<file path="src/rtl/rob_core.sv">
// 16-entry circular reorder buffer: in-order issue, out-of-order completion from ALU/LSB,
// in-order single commit per cycle, and full flush on a mispredicted branch commit.
module rob_core #(
  parameter int ROB_POS_WID = 4
) (
  input  logic                   clk,
  input  logic                   rst,
  input  logic                   rdy,
  input  logic                   issue,
  input  logic [4:0]             issue_rd,
  input  logic [1:0]             issue_kind,
  input  logic                   issue_pred_jump,
  output logic                   full,
  output logic [ROB_POS_WID-1:0] tail_pos,
  input  logic [ROB_POS_WID-1:0] q1_pos,
  output logic                   q1_ready,
  output logic [31:0]            q1_val,
  input  logic [ROB_POS_WID-1:0] q2_pos,
  output logic                   q2_ready,
  output logic [31:0]            q2_val,
  input  logic                   alu_result,
  input  logic [ROB_POS_WID-1:0] alu_rob_pos,
  input  logic [31:0]            alu_val,
  input  logic                   alu_jump,
  input  logic [31:0]            alu_pc,
  input  logic                   lsb_result,
  input  logic [ROB_POS_WID-1:0] lsb_rob_pos,
  input  logic [31:0]            lsb_val,
  output logic                   commit,
  output logic [4:0]             commit_rd,
  output logic [31:0]            commit_val,
  output logic [ROB_POS_WID-1:0] commit_rob_pos,
  output logic                   commit_store,
  output logic                   rollback,
  output logic [31:0]            rollback_pc
);
  localparam int DEPTH = 2**ROB_POS_WID;
  localparam logic [1:0] KIND_STORE  = 2'd1;
  localparam logic [1:0] KIND_BRANCH = 2'd2;
  localparam logic [ROB_POS_WID:0]   CNT_FULL = {1'b1, {ROB_POS_WID{1'b0}}};
  localparam logic [ROB_POS_WID:0]   CNT_ONE  = {{ROB_POS_WID{1'b0}}, 1'b1};
  localparam logic [ROB_POS_WID-1:0] POS_ONE  = {{(ROB_POS_WID-1){1'b0}}, 1'b1};

  logic [DEPTH-1:0]        busy_q, busy_d, ready_q, ready_d;
  logic [DEPTH-1:0]        pj_q, pj_d, jump_q, jump_d;
  logic [DEPTH-1:0][4:0]   rd_q, rd_d;
  logic [DEPTH-1:0][1:0]   kind_q, kind_d;
  logic [DEPTH-1:0][31:0]  val_q, val_d, pc_q, pc_d;
  logic [ROB_POS_WID-1:0]  head_q, head_d, tail_q, tail_d;
  logic [ROB_POS_WID:0]    cnt_q, cnt_d;

  logic                    commit_q, commit_d, commit_store_q, commit_store_d;
  logic                    rollback_q, rollback_d;
  logic [4:0]              commit_rd_q, commit_rd_d;
  logic [31:0]             commit_val_q, commit_val_d, rollback_pc_q, rollback_pc_d;
  logic [ROB_POS_WID-1:0]  commit_pos_q, commit_pos_d;

  logic do_issue, do_commit;

  assign full     = (cnt_q == CNT_FULL);
  assign tail_pos = tail_q;

  // Operand lookup: a same-cycle broadcast beats stored state, ALU beats LSB.
  logic [1:0][ROB_POS_WID-1:0] qpos;
  logic [1:0]                  qrdy;
  logic [1:0][31:0]            qval;
  assign qpos = {q2_pos, q1_pos};

  always_comb begin
    for (int i = 0; i < 2; i++) begin
      qrdy[i] = ready_q[qpos[i]];
      qval[i] = val_q[qpos[i]];
      if (rdy && busy_q[qpos[i]]) begin
        if (lsb_result && lsb_rob_pos == qpos[i]) begin
          qrdy[i] = 1'b1;
          qval[i] = lsb_val;
        end
        if (alu_result && alu_rob_pos == qpos[i]) begin
          qrdy[i] = 1'b1;
          qval[i] = alu_val;
        end
      end
      if (!rst) begin
        qrdy[i] = 1'b0;
        qval[i] = '0;
      end
    end
  end

  assign q1_ready = qrdy[0];
  assign q1_val   = qval[0];
  assign q2_ready = qrdy[1];
  assign q2_val   = qval[1];

  always_comb begin
    busy_d = busy_q;  ready_d = ready_q;  pj_d = pj_q;  jump_d = jump_q;
    rd_d = rd_q;  kind_d = kind_q;  val_d = val_q;  pc_d = pc_q;
    head_d = head_q;  tail_d = tail_q;  cnt_d = cnt_q;
    commit_d = 1'b0;  commit_store_d = 1'b0;  rollback_d = 1'b0;
    commit_rd_d = commit_rd_q;  commit_val_d = commit_val_q;
    commit_pos_d = commit_pos_q;  rollback_pc_d = rollback_pc_q;
    do_issue  = 1'b0;
    do_commit = 1'b0;

    if (rdy) begin
      do_commit = busy_q[head_q] && ready_q[head_q];
      // full is sampled before this cycle's commit frees a slot
      do_issue  = issue && !full;

      if (lsb_result && busy_q[lsb_rob_pos]) begin
        ready_d[lsb_rob_pos] = 1'b1;
        val_d[lsb_rob_pos]   = lsb_val;
      end
      if (alu_result && busy_q[alu_rob_pos]) begin
        ready_d[alu_rob_pos] = 1'b1;
        val_d[alu_rob_pos]   = alu_val;
        jump_d[alu_rob_pos]  = alu_jump;
        pc_d[alu_rob_pos]    = alu_pc;
      end

      if (do_issue) begin
        busy_d[tail_q]  = 1'b1;
        ready_d[tail_q] = 1'b0;
        rd_d[tail_q]    = issue_rd;
        kind_d[tail_q]  = issue_kind;
        pj_d[tail_q]    = issue_pred_jump;
        tail_d          = tail_q + POS_ONE;
      end

      if (do_commit) begin
        busy_d[head_q]  = 1'b0;
        ready_d[head_q] = 1'b0;
        head_d          = head_q + POS_ONE;
        commit_rd_d     = rd_q[head_q];
        commit_val_d    = val_q[head_q];
        commit_pos_d    = head_q;
        if (kind_q[head_q] == KIND_STORE) commit_store_d = 1'b1;
        else                              commit_d       = 1'b1;
        if (kind_q[head_q] == KIND_BRANCH && jump_q[head_q] != pj_q[head_q]) begin
          rollback_d    = 1'b1;
          rollback_pc_d = pc_q[head_q];
        end
      end

      if (do_issue && !do_commit)      cnt_d = cnt_q + CNT_ONE;
      else if (!do_issue && do_commit) cnt_d = cnt_q - CNT_ONE;

      // Mispredict squashes everything in flight, including this cycle's issue and results.
      if (rollback_d) begin
        busy_d  = '0;
        ready_d = '0;
        head_d  = '0;
        tail_d  = '0;
        cnt_d   = '0;
      end
    end
  end

  always_ff @(posedge clk or negedge rst) begin
    if (!rst) begin
      busy_q <= '0;  ready_q <= '0;  pj_q <= '0;  jump_q <= '0;
      rd_q <= '0;  kind_q <= '0;  val_q <= '0;  pc_q <= '0;
      head_q <= '0;  tail_q <= '0;  cnt_q <= '0;
      commit_q <= 1'b0;  commit_store_q <= 1'b0;  rollback_q <= 1'b0;
      commit_rd_q <= '0;  commit_val_q <= '0;  commit_pos_q <= '0;  rollback_pc_q <= '0;
    end else begin
      busy_q <= busy_d;  ready_q <= ready_d;  pj_q <= pj_d;  jump_q <= jump_d;
      rd_q <= rd_d;  kind_q <= kind_d;  val_q <= val_d;  pc_q <= pc_d;
      head_q <= head_d;  tail_q <= tail_d;  cnt_q <= cnt_d;
      commit_q <= commit_d;  commit_store_q <= commit_store_d;  rollback_q <= rollback_d;
      commit_rd_q <= commit_rd_d;  commit_val_q <= commit_val_d;
      commit_pos_q <= commit_pos_d;  rollback_pc_q <= rollback_pc_d;
    end
  end

  assign commit         = commit_q;
  assign commit_rd      = commit_rd_q;
  assign commit_val     = commit_val_q;
  assign commit_rob_pos = commit_pos_q;
  assign commit_store   = commit_store_q;
  assign rollback       = rollback_q;
  assign rollback_pc    = rollback_pc_q;
endmodule
</file>
<file path="config.mk">
export PLATFORM = sky130hd
export DESIGN_NAME = rob_core
export DESIGN_NICKNAME = d
export VERILOG_FILES = /design/src/rtl/rob_core.sv
export SDC_FILE = /design/constraint.sdc
export NUM_CORES = 2
export LEC_CHECK = 0
export CAP_MARGIN = 10
export CORE_AREA = 2 2 400 402
export DETAILED_ROUTE_END_ITERATION = 7
export DIE_AREA = 0 0 402 404
export PLACE_DENSITY = 0.67
export SYNTH_ARGS = -nofsm -noshare
export SYNTH_HDL_FRONTEND = slang
export SYNTH_SLANG_ARGS = --single-unit
</file>
<file path="constraint.sdc">
create_clock -name clk -period 3 [get_ports clk]
set_input_delay 0.3 -clock clk [delete_from_list [all_inputs] [get_ports clk]]
set_output_delay 0.3 -clock clk [all_outputs]
set_load 0.05 [all_outputs]
</file>
; Yosys cells after proc, flatten, opt, wreduce, memory -nomap -nowiden
; Cells that the tools add are included.
[word_totals]
reg_bits = 1289
output_inout_bits = 147
word_cells = 241
in_bits = 127
[op_classes]
n_eq_ne = 8
bitwise = 8
mux = 103
n_addsub = 4
reduce_logical = 30
order_cmp = 10
[ops]
columns = cell, count
row1 = 512-bit bitwise mux, 3
row2 = 512-bit 2-to-1 mux, 3
row3 = 32-bit binary-select mux with 4-bit select, 4
row4 = 32-bit 2-to-1 mux, 14
row5 = 32-bit demux with 4-bit select, 2
row6 = 16-bit 2-to-1 mux, 12
row7 = 80-bit bitwise mux, 1
row8 = 16-bit bitwise AND, 3
row9 = 16-bit OR, 3
row10 = 1-bit binary-select mux with 4-bit select, 10
row11 = 16-bit bitwise mux, 2
row12 = 32-bit bitwise mux, 1
row13 = 1-bit 2-to-1 mux, 32
row14 = 16-bit NOT, 2
row15 = 4-bit by 5-bit < comparator with 1-bit output (second input constant), 6
row16 = 5-bit 2-to-1 mux, 5
row17 = 5-bit binary-select mux with 4-bit select, 1
row18 = 5-bit demux with 4-bit select, 1
row19 = 1-bit logical AND, 17
row20 = 1-bit demux with 4-bit select, 4
row21 = 4-bit equality test, 4
row22 = 4-bit by 1-bit >= comparator with 1-bit output (second input constant), 4
row23 = 4-bit 2-to-1 mux, 4
row24 = 2-bit AND reduction, 6
row25 = other kinds (14), 19

; Depth between registers and ports, before layout
[depth]
ltp_word = 16
mapped_depth = 14

; Worst setup path after synthesis
; OpenSTA, ideal clock, no wires.
[synth_timing]
path_kind = register to register
from = register head_q[0]
to = register cnt_q[4]
path_stages_with_launch = 15
t_arrival_ns = 2.939
required_ns = 2.875
slack_ns = -0.064
synth_period_minus_slack_ns = 3.064
path_cell_list = dfrtp_1 > buf_6 > buf_6 > mux4_2 > a22o_1 > nor2_1 > a21oi_2 > nand2b_1 > fa_1 > a21o_1 > a21oi_1 > or4_1 > a21oi_1 > a21oi_1 > nand3_1
[synth_between]
elab_chain_len = 9
[synth_rtl]
columns = element, line
row1 = "start, declared", 49  ; logic [ROB_POS_WID-1:0] head_q, head_d, tail_q, tail_d;
row2 = "start signal, assigned", 163  ; head_q <= '0; tail_q <= '0; cnt_q <= '0;
row3 = "start signal, assigned", 169  ; head_q <= head_d; tail_q <= tail_d; cnt_q <= cnt_d;
row4 = 2-bit binary-select mux with 4-bit select or 1-bit binary-select mux with 4-bit select (tied branches), 139  ; if (kind_q[head_q] == KIND_BRANCH && jump_q[head_q] != pj_q[head_q]) begin
row5 = 2-bit 2-to-1 mux (not written as such) or 1-bit 2-to-1 mux (tied branches), 139
row6 = 2-bit equality test or 1-bit != test (tied branches), 139
row7 = 1-bit logical AND, 139
row8 = 1-bit 2-to-1 mux, 139
row9 = 1-bit 2-to-1 mux, 130  ; if (do_commit) begin
row10 = 1-bit 2-to-1 mux, 105  ; if (rdy) begin
row11 = 3-bit nonzero test (no line), -
row12 = 2-bit AND reduction (no line), -
row13 = "end signal, assigned", 163
row14 = "end signal, assigned", 169
row15 = "end, declared", 50  ; logic [ROB_POS_WID:0] cnt_q, cnt_d;
; Several ways; a longest one is shown, not always the timed one. The select of a mux whose other input is x is not followed.
; A chain may end at the register's enable or synchronous reset.

; Worst setup path after layout
[layout_timing]
from = register busy_q[14]
to = output port q1_val[22]
[layout_between]
elab_chain_len = 5
[layout_rtl]
columns = element, line
row1 = "start, declared", 44  ; logic [DEPTH-1:0] busy_q, busy_d, ready_q, ready_d;
row2 = "start signal, assigned", 167  ; busy_q <= busy_d; ready_q <= ready_d; pj_q <= pj_d; jump_q <= jump_d;
row3 = 1-bit binary-select mux with 4-bit select, 73  ; if (rdy && busy_q[qpos[i]]) begin
row4 = 1-bit 2-to-1 mux (not written as such), 73
row5 = 1-bit logical AND, 73
row6 = 32-bit 2-to-1 mux, 73
row7 = 32-bit 2-to-1 mux, 83  ; if (!rst) begin
row8 = "end, declared", 17  ; output logic [31:0] q1_val,
; No other way between the ends. The select of a mux whose other input is x is not followed.

==> metrics.txt <==
result of the run=finished with violations; violations in the final reports=negative setup slack; maxcap violations=0; number of detailed-routing iterations run before antenna repair=8; CTS max path bufs=3; most repeated cell in the gate-level netlist after synthesis=sky130_fd_sc_hd__dfrtp_1; antenna violation net count after detailed routing=0; switching power total=27.2 mW; switching share of power=34.7%; number of nets produced by synthesis=5647; cell types with the largest area share after synthesis=sky130_fd_sc_hd__dfrtp_1, sky130_fd_sc_hd__mux4_2, sky130_fd_sc_hd__mux2_2; synthesis-stage register bit count=1289; time the final worst path needs with I/O delays and setup=around 3.6 ns; core area=0.158 mm^2; async set-or-reset flop fraction in the synthesized netlist=100%; internal power of the cells=51.2 mW; final count of pins violating max slew=0; Post-Place Cell Area=0.0795 mm^2; aggregate global routing overflow=0; wire length of the first global-routing pass=373 mm; proportion of synthesized chip area in sequential cells=45.6%; Die Wd=402 um; fmax=274 MHz; number of DRC violations after detailed routing=0; Crit Reg-Reg Startpoint=head_q[1]; via total after detailed routing=54236; port bufs=approximately 270; Clock power frac=23.4%; Die Height=404 um; leak pwr=between 30 and 40 nW; layout cell share with drive strength beyond 1=39.8%; area fraction of the dominant cell type after synthesis=45.6%; most frequently used flop master after synthesis=sky130_fd_sc_hd__dfrtp_1; count of H-tree levels built during CTS=4; Die Footprint=0.162 mm^2; slew at the pin closest to its max-slew limit=0.960 ns; summed instance area of the synthesized netlist=0.0707 mm^2; First DRT Iteration DRCs=7093; Hold/Removal Path Class=input port to asynchronous set/reset pin; number of enable flip-flop cells after synthesis=0; final worst-path setup slack=-0.645 ns; sort of element at the start of the critical path=flip-flop; register-to-register setup slack=0.08 ns; clock latency on the worst-skew pair=roughly 0.84 ns; post-route clock skew=0.0463 ns; pin count of the biggest net entering global routing=204; worst flop-to-flop path endpoint=rollback_pc[18]; RePlAce Congestion=0.941; DR WL/cell=32.0 um; Max Fanout on Critical Path=20; number of vias per cell=6.88; number of buffers created by CTS=144; synthesized area per cell=12.8 um^2; worst r2r path cells=5; I/O pin count=274; Core Rows=146; PD cells=921 mW/mm^2; clock tree from TritonCTS=done; root buffer cell=sky130_fd_sc_hd__clkbuf_16; post-route clock period utilization=122%; clk sink count=1289; number of instances in the synthesized netlist=roughly 5500; starting density of the core=44.8%; final design instance area without fill=0.0851 mm^2; RSZ-0062 raised after global routing=yes; number of distinct library cells after synthesis=56; part of the power in registers=36.7%; top cell types by occurrence after synthesis=sky130_fd_sc_hd__dfrtp_1, sky130_fd_sc_hd__mux4_2, sky130_fd_sc_hd__mux2_2; share of power burned in combinational logic=40.0%; Required @ worst endpoint=2.70 ns; number of nets in the finished design=between 5000 and 6000; total wirelength of the detailed-routed design=252 mm; setup slack at placement=-0.0663 ns; library cell occupying the most area in the post-synthesis netlist=sky130_fd_sc_hd__dfrtp_1; Finish-stage setup viols=66; initial antenna violation count=16; synthesis-to-layout area growth=20.3%; peak supply drop=0.600 mV; number of hold violations in the final report=0; clock edge transition at the registers on the reported setup and hold paths=0.07 ns; overall global routing resource usage=30.9%; warnings from Yosys=0; worst slew margin relative to its limit=36.0%; data arrival time of the critical path=3.35 ns; Detailed Place HPWL=153 mm; vias in the first global route=55114; kind of critical path=flip-flop to output port; filler cell count in the final layout=12888; CP endpoint kind=output port
-- critical path: stages (launching register included) --
cell and delay (ns):
sky130_fd_sc_hd__dfrtp_2 0.44, sky130_fd_sc_hd__buf_6 0.13, sky130_fd_sc_hd__mux4_2 0.43, sky130_fd_sc_hd__mux4_2 0.50, sky130_fd_sc_hd__nor3b_4 0.19, sky130_fd_sc_hd__buf_12 0.19
sky130_fd_sc_hd__buf_12 0.17, sky130_fd_sc_hd__o211a_4 0.28, sky130_fd_sc_hd__buf_12 0.15
-- area by class of cell --
cell class	count	area, um^2	area share (%)
clock buffer	196	4160	4.89
antenna	2	5.00	0.00588
multi-input combinational	3533	36400	42.8
sequential	1289	32300	37.9
timing repair buffer	700	8800	10.3
clock inverter	62	729	0.857
tap	2072	2590	3.05
inverter	32	125	0.147
-- per-layer routing --
layer / global-route usage [%] / vias to the layer above / share of wire [%]
li1: - / 21496 / -
met5: 0 / - / 0.090
met1: 39.1 / 27832 / 36
met3: 10.2 / 1042 / 12
met4: 15.8 / 32 / 6.2
met2: 47.8 / 3834 / 46
-- worst max path at each step --
stage / from / to / depth (start not counted)
finish: busy_q[14] / q1_val[22] / 8
global route: busy_q[14] / q2_val[16] / 9
CTS: busy_q[14] / q1_val[21] / 8
detailed placement: alu_rob_pos[0] / q1_val[1] / 11
global placement: alu_rob_pos[1] / q1_val[5] / 11
floorplan: head_q[0] / cnt_q[4] / 14
-- state kept, by name, indices dropped and copies added, names as in the netlist, 5 cells and up --
name,flops
pc_q,512
commit_rd,5
rollback_pc,32
jump_q,16
pj_q,16
busy_q,16
val_q,512
commit_val,32
kind_q,32
ready_q,16
cnt_q,5
rd_q,80
-- power groups by stage --
stage                     clock network (mW)  logic [mW]  registers (mW)
after floorplan                            0        21.0            28.3
after global placement                     0        30.0            28.2
after detailed placement                   0        30.6            28.7
after CTS                               18.5        31.0            28.5
after global routing                    19.2        33.1            29.4
final                                   18.3        31.3            28.7
-- kinds of logic (layout without fill, tap and decap cells) --
| family | count (synthesis) | in the layout | share of synthesized area [%] |
|---|---|---|---|
| and+or+nand+nor | 791 | 791 | 4.57 |
| xor gates and xnor gates | 20 | 20 | 0.258 |
| buffers and inverters | 685 | 990 | 4.00 |
| AOI/OAI and AO/OA | 1205 | 1205 | 10.0 |
| other | 0 | 2 | 0 |
| DFF | 1289 | 1289 | 45.6 |
| adders and majority gates | 13 | 13 | 0.241 |
| muxes | 1504 | 1504 | 35.3 |
-- timing repair --
| item | CTS | global route |
|---|---|---|
| resized for setup | 64 | 32 |
| cloned | 2 | 1 |
| hold buffers | 2 | 0 |
| endpoints found under the setup margin | 68 | 134 |
| hold endpoints to repair | 479 | 0 |
| buffers inserted | 4 | 3 |
| pin swaps | 14 | 7 |
-- layout by cell type, fill, tap and decap left out, types with 9 or more instances in the layout --
cell / instances
sky130_fd_sc_hd__a21oi_1: 544
sky130_fd_sc_hd__a21oi_4: 14
sky130_fd_sc_hd__a22oi_1: 10
sky130_fd_sc_hd__and3_1: 12
sky130_fd_sc_hd__buf_12: 231
sky130_fd_sc_hd__buf_4: 249
sky130_fd_sc_hd__buf_6: 10
sky130_fd_sc_hd__clkbuf_1: 18
sky130_fd_sc_hd__clkbuf_16: 147
sky130_fd_sc_hd__clkbuf_8: 32
sky130_fd_sc_hd__clkdlybuf4s50_1: 196
sky130_fd_sc_hd__clkinv_2: 23
sky130_fd_sc_hd__dfrtp_1: 1284
sky130_fd_sc_hd__ha_1: 11
sky130_fd_sc_hd__inv_1: 30
sky130_fd_sc_hd__mux2_1: 10
sky130_fd_sc_hd__mux2_2: 699
sky130_fd_sc_hd__mux2_4: 18
sky130_fd_sc_hd__mux2i_1: 64
sky130_fd_sc_hd__mux4_2: 713
sky130_fd_sc_hd__nand2_1: 98
sky130_fd_sc_hd__nand2_2: 27
sky130_fd_sc_hd__nand2b_2: 12
sky130_fd_sc_hd__nand3_1: 34
sky130_fd_sc_hd__nand4_1: 9
sky130_fd_sc_hd__nor2_1: 547
sky130_fd_sc_hd__nor3_1: 9
sky130_fd_sc_hd__o211a_1: 21
sky130_fd_sc_hd__o211a_4: 43
sky130_fd_sc_hd__o21ai_0: 26
sky130_fd_sc_hd__o22ai_1: 513
sky130_fd_sc_hd__xor2_1: 12
-- through the flow --
| step | total power, mW | hold WS (ns) | utilization [%] | setup TNS [ns] | std cells |
|---|---|---|---|---|---|
| 3_5_place_dp | 59.3 | 0.267 | 50.4 | -0.932 | 7614 |
| 5_1_grt | 81.8 | 0.102 | 53.9 | -41.28 | 7884 |
| 3_3_place_gp | 58.2 | 0.268 | 50.4 | -1.00 | 7614 |
| 2_1_floorplan | 49.3 | 0.00441 | - | 0 | 5507 |
| 6_report | 78.4 | 0.0910 | 53.9 | -38.95 | 7886 |
| 4_1_cts | 78.0 | 0.0773 | 53.8 | -38.73 | 7880 |
No activity file was read; power rests on OpenSTA's default activity.
